===== src/rtl/exibe_pkg.sv =====
// exibe_pkg: state codes and default widths shared by the sequence presentation engine.
package exibe_pkg;
    localparam int ADDR_W_DEF = 4;
    localparam int DATA_W_DEF = 4;
    typedef enum logic [3:0] {
        INICIAL = 4'h0,
        CARREGA = 4'h1,
        ACESO   = 4'h2,
        APAGADO = 4'h3,
        FIM     = 4'hF
    } estado_t;
endpackage


===== src/rtl/exibe_sequencia_if.sv =====
// exibe_sequencia_if: control/memory/display signals between the game and the presentation engine.
interface exibe_sequencia_if
    import exibe_pkg::*;
#(
    parameter int ADDR_W = ADDR_W_DEF,
    parameter int DATA_W = DATA_W_DEF
);
    logic              iniciar_exibicao;
    logic [ADDR_W-1:0] limite;
    logic [DATA_W-1:0] dado;
    logic [ADDR_W-1:0] endereco;
    logic [DATA_W-1:0] leds;
    logic              exibindo;
    logic              fim_exibicao;
    logic [3:0]        db_estado;
    modport master (
        output iniciar_exibicao, limite, dado,
        input  endereco, leds, exibindo, fim_exibicao, db_estado
    );
    modport slave (
        input  iniciar_exibicao, limite, dado,
        output endereco, leds, exibindo, fim_exibicao, db_estado
    );
endinterface


===== src/rtl/exibe_sequencia_contador_tempo.sv =====
// contador_tempo: clearable up-counter with terminal flag against a runtime limit.
module contador_tempo #(
    parameter int W = 3
) (
    input  logic         clock,
    input  logic         reset,
    input  logic         i_clr,
    input  logic         i_en,
    input  logic [W-1:0] i_lim,
    output logic         o_tc
);
    logic [W-1:0] r_cont;
    always_ff @(posedge clock or posedge reset)
        if (reset) r_cont <= '0;
        else r_cont <= i_clr ? '0 : i_en ? r_cont + 1'b1 : r_cont;
    assign o_tc = r_cont == i_lim;
endmodule


===== src/rtl/exibe_sequencia.sv =====
// exibe_sequencia: replays memory entries 0..limite on the leds, each lit T_ACESO cycles
// followed by T_APAGADO dark cycles, then pulses fim_exibicao.
module exibe_sequencia
    import exibe_pkg::*;
#(
    parameter int T_ACESO   = 3,
    parameter int T_APAGADO = 2,
    parameter int ADDR_W    = ADDR_W_DEF,
    parameter int DATA_W    = DATA_W_DEF
) (
    input logic              clock,
    input logic              reset,
    exibe_sequencia_if.slave bus
);
    localparam int TW = $clog2(T_ACESO > T_APAGADO ? T_ACESO : T_APAGADO) + 1;
    estado_t           r_estado, w_prox;
    logic [ADDR_W-1:0] r_endereco, r_limite;
    logic [DATA_W-1:0] r_leds;
    logic              w_fase, w_tc, w_ultimo;
    logic [TW-1:0]     w_lim;
    assign w_fase   = r_estado == ACESO || r_estado == APAGADO;
    assign w_lim    = r_estado == ACESO ? TW'(T_ACESO - 1) : TW'(T_APAGADO - 1);
    assign w_ultimo = r_endereco == r_limite;
    contador_tempo #(.W(TW)) u_tempo (
        .clock (clock),
        .reset (reset),
        .i_clr (!w_fase || w_tc),
        .i_en  (w_fase),
        .i_lim (w_lim),
        .o_tc  (w_tc)
    );
    always_comb begin
        w_prox = r_estado;
        case (r_estado)
            INICIAL: w_prox = bus.iniciar_exibicao ? CARREGA : INICIAL;
            CARREGA: w_prox = ACESO;
            ACESO:   w_prox = w_tc ? APAGADO : ACESO;
            APAGADO: w_prox = !w_tc ? APAGADO : w_ultimo ? FIM : CARREGA;
            default: w_prox = INICIAL;
        endcase
    end
    // Compare precedes increment, so the last address is never followed by a wrap.
    always_ff @(posedge clock or posedge reset)
        if (reset) begin
            r_estado   <= INICIAL;
            r_endereco <= '0;
            r_leds     <= '0;
            r_limite   <= '0;
        end else begin
            r_estado   <= w_prox;
            r_limite   <= (r_estado == INICIAL && bus.iniciar_exibicao) ? bus.limite : r_limite;
            r_leds     <= r_estado == CARREGA ? bus.dado :
                          (r_estado == INICIAL || (r_estado == ACESO && w_tc)) ? '0 : r_leds;
            r_endereco <= r_estado == FIM ? '0 :
                          (r_estado == APAGADO && w_tc && !w_ultimo) ? r_endereco + 1'b1 : r_endereco;
        end
    assign bus.endereco     = r_endereco;
    assign bus.leds         = r_leds;
    assign bus.exibindo     = r_estado == CARREGA || w_fase;
    assign bus.fim_exibicao = r_estado == FIM;
    assign bus.db_estado    = r_estado;
endmodule


===== src/flat_wrapper.sv =====
// flat-port wrapper written by rule: the top's interface ports become plain ports
module exibe_sequencia_flat import exibe_pkg::*;
#(
    parameter int T_ACESO   = 3,
    parameter int T_APAGADO = 2,
    parameter int ADDR_W    = ADDR_W_DEF,
    parameter int DATA_W    = DATA_W_DEF
)
  (clock, reset, bus_iniciar_exibicao, bus_limite, bus_dado, bus_endereco, bus_leds, bus_exibindo, bus_fim_exibicao, bus_db_estado);
  exibe_sequencia_if #(.ADDR_W(ADDR_W), .DATA_W(DATA_W)) bus_i ();
  input logic clock;
  input logic reset;
  input wire logic [$bits(bus_i.iniciar_exibicao)-1:0] bus_iniciar_exibicao;
  input wire logic [$bits(bus_i.limite)-1:0] bus_limite;
  input wire logic [$bits(bus_i.dado)-1:0] bus_dado;
  output wire logic [$bits(bus_i.endereco)-1:0] bus_endereco;
  output wire logic [$bits(bus_i.leds)-1:0] bus_leds;
  output wire logic [$bits(bus_i.exibindo)-1:0] bus_exibindo;
  output wire logic [$bits(bus_i.fim_exibicao)-1:0] bus_fim_exibicao;
  output wire logic [$bits(bus_i.db_estado)-1:0] bus_db_estado;
  assign bus_i.iniciar_exibicao = bus_iniciar_exibicao;
  assign bus_i.limite = bus_limite;
  assign bus_i.dado = bus_dado;
  assign bus_endereco = bus_i.endereco;
  assign bus_leds = bus_i.leds;
  assign bus_exibindo = bus_i.exibindo;
  assign bus_fim_exibicao = bus_i.fim_exibicao;
  assign bus_db_estado = bus_i.db_estado;
  exibe_sequencia #(.T_ACESO(T_ACESO), .T_APAGADO(T_APAGADO), .ADDR_W(ADDR_W), .DATA_W(DATA_W)) u_core (.clock(clock), .reset(reset), .bus(bus_i));
endmodule

===== config.mk =====
export PLATFORM = sky130hd
export DESIGN_NAME = exibe_sequencia_flat
export DESIGN_NICKNAME = d
export VERILOG_FILES = /design/src/rtl/exibe_pkg.sv /design/src/rtl/exibe_sequencia_if.sv /design/src/rtl/exibe_sequencia_contador_tempo.sv /design/src/rtl/exibe_sequencia.sv /design/src/flat_wrapper.sv
export SDC_FILE = /design/constraint.sdc
export NUM_CORES = 1
export LEC_CHECK = 0
export BUFFER_PORTS_ARGS = -buffer_cell sky130_fd_sc_hd__buf_2
export CAP_MARGIN = 10
export CORE_MARGIN = 2
export CORE_UTILIZATION = 57
export CTS_BUF_LIST = sky130_fd_sc_hd__clkbuf_8
export DETAILED_ROUTE_END_ITERATION = 10
export HOLD_SLACK_MARGIN = 0.1
export PLACE_DENSITY = 0.86
export SLEW_MARGIN = 20
export SYNTH_ARGS = -nofsm -noshare
export SYNTH_HDL_FRONTEND = slang
export SYNTH_HIERARCHICAL = 1
export SYNTH_SLANG_ARGS = --single-unit

===== constraint.sdc =====
create_clock -name clock -period 4.3 [get_ports clock]
set_clock_uncertainty 0.05 [all_clocks]
set_input_delay 0.645 -clock clock [delete_from_list [all_inputs] [get_ports clock]]
set_output_delay 0.645 -clock clock [all_outputs]
set_load 0.02 [all_outputs]

After elaboration in Yosys (flattened, before gate mapping)
Cells that the tools add are included.
{"block": "word_totals", "output_inout_bits": 14, "ff_bits": 19, "in_bits": 11, "word_cells": 39}
{"block": "op_classes", "n_addsub": 2, "n_eq_ne": 6, "reduce_logical": 14, "mux": 12}
{"cell": "$mux W4", "count": 6}
{"cell": "$pmux W4 S4", "count": 1}
{"cell": "$eq A4 B2 Y1 const B", "count": 2}
{"cell": "$mux W3", "count": 2}
{"cell": "$reduce_bool A2 Y1", "count": 3}
{"cell": "$add A4 B1 Y4 const B", "count": 1}
{"cell": "$eq A4 B1 Y1 const B", "count": 1}
{"cell": "$eq A4 B4 Y1", "count": 1}
{"cell": "$eq A4 B4 Y1 const B", "count": 1}
{"cell": "$logic_and A1 B1 Y1", "count": 4}
{"cell": "$logic_not A4 Y1", "count": 1}
{"cell": "$logic_or A1 B1 Y1", "count": 4}
{"cell": "$add A3 B1 Y3 const B", "count": 1}
{"cell": "$eq A3 B3 Y1", "count": 1}
{"cell": "$logic_not A1 Y1", "count": 2}
{"cell": "$mux W1", "count": 2}
{"cell": "$mux W2", "count": 1}

Depth between registers and ports, before layout
{"block": "depth", "ltp_word": 7, "ltp_mapped": 10, "mapped_depth_nobuf": 9}

By module
Netlist, hierarchy kept.
{"mod": "exibe_sequencia", "instances": 1, "area_per_inst_um2": 774.5, "cells_each": 71}
{"mod": "contador_tempo", "instances": 1, "area_per_inst_um2": 180.2, "cells_each": 16}

Worst setup path after synthesis
Ideal clock, no wire load.
{"block": "synth_path", "path_kind": "register to register", "from": "reg u_core.r_estado[1] (netlist: u_core/bus.db_estado[1])", "to": "reg u_core.r_endereco[0] (netlist: u_core/bus.endereco[0])", "slack_ps": 2106, "stages_incl_launch_ff": 10, "arrival_ps": 2010, "synth_period_minus_slack_ps": 2194, "t_required_ps": 4115, "setup_ps": 135, "cell_sequence": "dfrtp_1 > buf_4 > nor2b_1 > nand2b_1 > inv_1 > xor2_1 > nor3_2 > nand3_1 > a41oi_4 > o21ai_0"}
{"block": "synth_between", "elab_chain_len": 6}
{"element": "from (decl)", "line": "exibe_sequencia.sv:16", "source": "estado_t r_estado, w_prox;"}
{"element": "from (signal assigned)", "line": "exibe_sequencia.sv:50", "source": "r_estado <= w_prox;"}
{"element": "$eq A4 B2 Y1", "line": "exibe_sequencia.sv:22", "source": "assign w_lim = r_estado == ACESO ? TW'(T_ACESO - 1) : TW'(T_APAGADO - 1);"}
{"element": "$mux W2", "line": "exibe_sequencia.sv:22"}
{"element": "named net u_core.w_lim[0]", "line": "exibe_sequencia.sv:20", "source": "logic [TW-1:0] w_lim;"}
{"element": "$eq A3 B3 Y1", "line": "exibe_sequencia_contador_tempo.sv:16", "source": "assign o_tc = r_cont == i_lim;"}
{"element": "named net u_core.w_tc", "line": "exibe_sequencia.sv:19", "source": "logic w_fase, w_tc, w_ultimo;"}
{"element": "$logic_and A1 B1 Y1 (2 in series)", "line": "exibe_sequencia.sv:55", "source": "(r_estado == APAGADO && w_tc && !w_ultimo) ? r_endereco + 1'b1 : r_endereco;"}
{"element": "$reduce_bool A2 Y1 (no line)"}
{"element": "to (signal assigned)", "line": "exibe_sequencia.sv:54", "source": "r_endereco <= r_estado == FIM ? '0 :"}
{"element": "to (decl)", "line": "exibe_sequencia.sv:17", "source": "logic [ADDR_W-1:0] r_endereco, r_limite;"}
The timed path passes the listed nets, and every way through them passes these cells.
A chain may end at the register's enable or synchronous reset.

Final worst setup path
{"block": "layout_path", "from": "reg u_core.r_estado[2] (netlist: u_core/bus.db_estado[2])", "to": "reg u_core.r_endereco[3] (netlist: u_core/bus.endereco[3])"}
Same word-level chain as after synthesis.

==> run summary <==
The count of distinct cell types in the synthesized netlist is 30. The standard cell core area came out at 0.00154 sq mm. The data arrival at the endpoint of the critical path is 2640 ps. The cell count after synthesis came out at 87. The largest net degree at the start of global routing is 16. Before antenna repair, the detailed router went through 6 iterations. The sequential cell area fraction in the yosys report is 47.2%. In this run the cell area of the synthesized design comes to approximately 950 sq um. The largest vdd supply drop came out at 535 uV. The dominant register cell in the synthesized netlist is sky130_fd_sc_hd__dfrtp_1. Setup repair after global routing left no endpoint under its margin. Of the total power, combinational logic draws 47.4%. When the netlist entered floorplanning its net count stood at 100. The final wirelength is 1.88 mm.

At the end of routability-driven placement, the weighted congestion stood at 0.782. STA classifies the critical path startpoint as a flip-flop. The share of synthesized registers carrying an async set or reset is between 90% and 100%. The die is 44.9 um wide. Post-CTS repair changed the size of 0 cells.

The total number of placement rows is 14. In this run the number of H-tree levels came out at 1. Clock latency on the worst-skew pair, taken at its later pin, is 250 ps.

The clock network accounts for 15.2% of the total power. Summing internal, switching and leakage power gives 892 uW. The commonest cells after synthesis are 18 x sky130_fd_sc_hd__dfrtp_1, 7 x sky130_fd_sc_hd__xnor2_1, 6 x sky130_fd_sc_hd__nand2_1, 6 x sky130_fd_sc_hd__nor2_1, 5 x sky130_fd_sc_hd__o21ai_0. The number of vias per cell after detailed routing is 5.72.

The number of antenna diodes is 0. The setup path with the least slack is of type flip-flop to flip-flop. The clock net sink count came out at 18. The switching fraction of total power came out at a little over two fifths. The average wire per standard cell came out at 14.8 um. The sum of negative setup slack is 0 ps.

The number of pins exceeding their max-slew limit in the final report is 0. In this run the power spent charging and discharging nets is 381 uW. The static leakage came out at about 0.00055 uW. At the pin with the least slew margin, the transition time is roughly 560 ps. For this design the ratio of total power to cell area is around 790 mW/mm^2. The number of buffers inserted for hold repair after clock tree synthesis is 0. The via count of the first global-routing pass is 692. The cell area after layout came out at roughly 0.0011 sq mm.

The number of nets in the final layout is 125. The most common cell in the synthesized netlist is sky130_fd_sc_hd__dfrtp_1. The final count of hold timing violations came to 0. The final-layout worst hold slack is 208 ps.

The cell type contributing the most total cell area after synthesis is sky130_fd_sc_hd__dfrtp_1. The number of synthesis warnings is 6. The top cell type by area accounts for 47.2% of the synthesized area. The post-route clock period utilization is 58.8%. Detailed placement finished with a half-perimeter wire length of 1.40 mm.

25 I/O pins were placed. The endpoint type of the worst setup path is a flip-flop. The maximum achievable frequency is a little under 400 MHz. In this run the tool buffered the top-level ports with 24 buffer cells. After detailed placement, the design holds a cell count of 123. From synthesis to final layout, the design area changed by 17.8%. The placed standard-cell area is around 0.0011 sq mm. Clock-pin slew was measured on the worst setup and hold paths at 70 ps. The final critical-path required period came out at 2530 ps. The max-capacitance violation count came out at 0. The wire length of the first global-routing pass came out at 3.10 mm.

Global routing consumed, over all layers together, 22.0% of the routing resources. The proportion of layout cells with a drive suffix above 1 came out at 33.3%. The remaining antenna violation count after routing came out at 0.

TritonCTS built the clock tree. The number of buffers added by the clock tree synthesis step is 3. CTS placed an instance of sky130_fd_sc_hd__clkbuf_8 at the clock tree root. The run finished with clean final reports. The initial antenna violation count came out at 0. In this run the worst path has a maximum fanout of 15. The final cell count without fillers came out at 127. In this run the deepest clock path goes through 2 buffers.

The worst slew margin relative to its limit is 62.7%. The initial core utilization is 61.9%. The via count is 727.

The number of DRC markers in iteration 0 is 13. The setup violation total in the final timing report came out at 0. The total die area came out at 0.00202 sq mm. The sequential group share of total power came out at 37.4%. The required arrival time at the worst endpoint came out at 4410 ps.

Internal power comes to roughly 510 uW. The floorplan step set the die height to 44.9 um. The post-synthesis register bit count came out at 18. The post-CTS setup-driven buffer insertion count came out at 0. After synthesis, the mean cell area works out to 11.0 sq um.

In this run, synthesis inferred 0 flip-flops with an integrated enable. The path class of the tightest hold or removal check is primary input to asynchronous set/reset pin. The detailed-route DRC error count is 0. The leftover overflow at the end of global routing came out at 0.

Yosys attributes the largest share of cell area to sky130_fd_sc_hd__dfrtp_1 47%, sky130_fd_sc_hd__xnor2_1 6.4%, sky130_fd_sc_hd__mux2_2 4.7%, sky130_fd_sc_hd__a22o_1 3.7%, sky130_fd_sc_hd__a41oi_4 2.9%.
[per-stage QoR]
step	worst slack, ps	utilization, %
after floorplan	2110	-
after global placement	2010	69.4
after detailed placement	1880	69.4
after CTS	1810	73.0
after global routing	1650	73.0
final	1770	73.0
[cell usage in the layout (no fill, tap or decap)]
master / n
sky130_fd_sc_hd__buf_2: 24
sky130_fd_sc_hd__nand3b_1: 3
sky130_fd_sc_hd__mux2_2: 4
sky130_fd_sc_hd__clkbuf_8: 4
sky130_fd_sc_hd__a21oi_1: 1
sky130_fd_sc_hd__nand2_1: 6
sky130_fd_sc_hd__nand4_1: 1
sky130_fd_sc_hd__a41oi_4: 1
sky130_fd_sc_hd__nor3_2: 1
sky130_fd_sc_hd__or3b_2: 1
sky130_fd_sc_hd__nor4b_4: 1
sky130_fd_sc_hd__a21bo_1: 1
sky130_fd_sc_hd__nand2b_1: 3
sky130_fd_sc_hd__nand3_1: 3
sky130_fd_sc_hd__nor3_1: 2
sky130_fd_sc_hd__o21ai_0: 5
sky130_fd_sc_hd__mux2i_1: 1
sky130_fd_sc_hd__conb_1: 1
sky130_fd_sc_hd__nor3b_1: 1
sky130_fd_sc_hd__nor2b_1: 1
sky130_fd_sc_hd__nor2_1: 6
sky130_fd_sc_hd__xnor2_1: 7
sky130_fd_sc_hd__a21oi_2: 1
sky130_fd_sc_hd__ha_1: 2
sky130_fd_sc_hd__inv_1: 4
sky130_fd_sc_hd__a21o_1: 1
sky130_fd_sc_hd__xor2_1: 3
sky130_fd_sc_hd__dfrtp_1: 18
sky130_fd_sc_hd__a22o_1: 4
[state kept, by name, indices dropped and copies added (netlist names)]
| name | cells |
|---|---|
| u_core/bus.endereco | 4 |
| u_core/bus.leds | 4 |
| u_core/r_limite | 4 |
| u_core/bus.db_estado | 3 |
| u_core/u_tempo/r_cont | 3 |
[area by class of cell]
cell class,count,area [sq um]
multi-input combinational,61,464
sequential,18,450
fill,111,417
timing repair buffer,24,120
clock buffer,4,55.1
tap,16,20.0
inverter,4,15.0
[power groups by stage]
| stage | combinational (uW) | clock (uW) | sequential, uW |
|---|---|---|---|
| floorplan | 289 | 0 | 361 |
| detailed placement | 417 | 0 | 337 |
| finish | 423 | 136 | 333 |
| global route | 457 | 143 | 347 |
| CTS | 424 | 138 | 334 |
| global placement | 407 | 0 | 329 |
[layer usage]
| layer | vias up | track usage [%] | share of wire (%) |
|---|---|---|---|
| met1 | 345 | 29.9 | 42 |
| met2 | 32 | 33.4 | 51 |
| li1 | 346 | - | - |
| met3 | 4 | 3.60 | 5.5 |
| met4 | 0 | 12.4 | 1.6 |
| met5 | - | 0 | 0 |
[worst max-delay path: stages (launching register included)]
cell	delay, ps
sky130_fd_sc_hd__dfrtp_1	560
sky130_fd_sc_hd__nor2b_1	470
sky130_fd_sc_hd__nand2b_1	160
sky130_fd_sc_hd__inv_1	100
sky130_fd_sc_hd__xor2_1	70
sky130_fd_sc_hd__nor3_2	270
sky130_fd_sc_hd__nand3_1	200
sky130_fd_sc_hd__a41oi_4	340
sky130_fd_sc_hd__nand3b_1	130
sky130_fd_sc_hd__o21ai_0	110
[cell families after synthesis]
logic type | count (synthesis) | synth area share, %
muxes | 5 | 5.77
DFF | 18 | 47.2
adders and majority gates | 2 | 2.62
AOI/OAI and AO/OA | 14 | 12.5
buffers and inverters | 8 | 4.19
and+or+nand+nor | 29 | 18.2
xor gates and xnor gates | 10 | 9.17
other | 1 | 0.393
[final timing paths]
| kind | startpoint | endpoint | slack (ps) | depth (start not counted) |
|---|---|---|---|---|
| worst max-delay path | u_core/bus.db_estado[2] | u_core/bus.endereco[3] | 1770 | 9 |
| min in group clock | u_core/bus.leds[0] | u_core/bus.leds[0] | 450 | 1 |
| worst max register to register | u_core/bus.db_estado[2] | u_core/bus.endereco[3] | 1770 | 9 |
| worst min-delay path | reset | u_core/u_tempo/r_cont[1] | 210 | 2 |
| worst min register to register | u_core/bus.leds[0] | u_core/bus.leds[0] | 450 | 1 |
| max in group asynchronous | reset | u_core/bus.endereco[2] | 3440 | 2 |
Power figures use the tool's default switching activity.
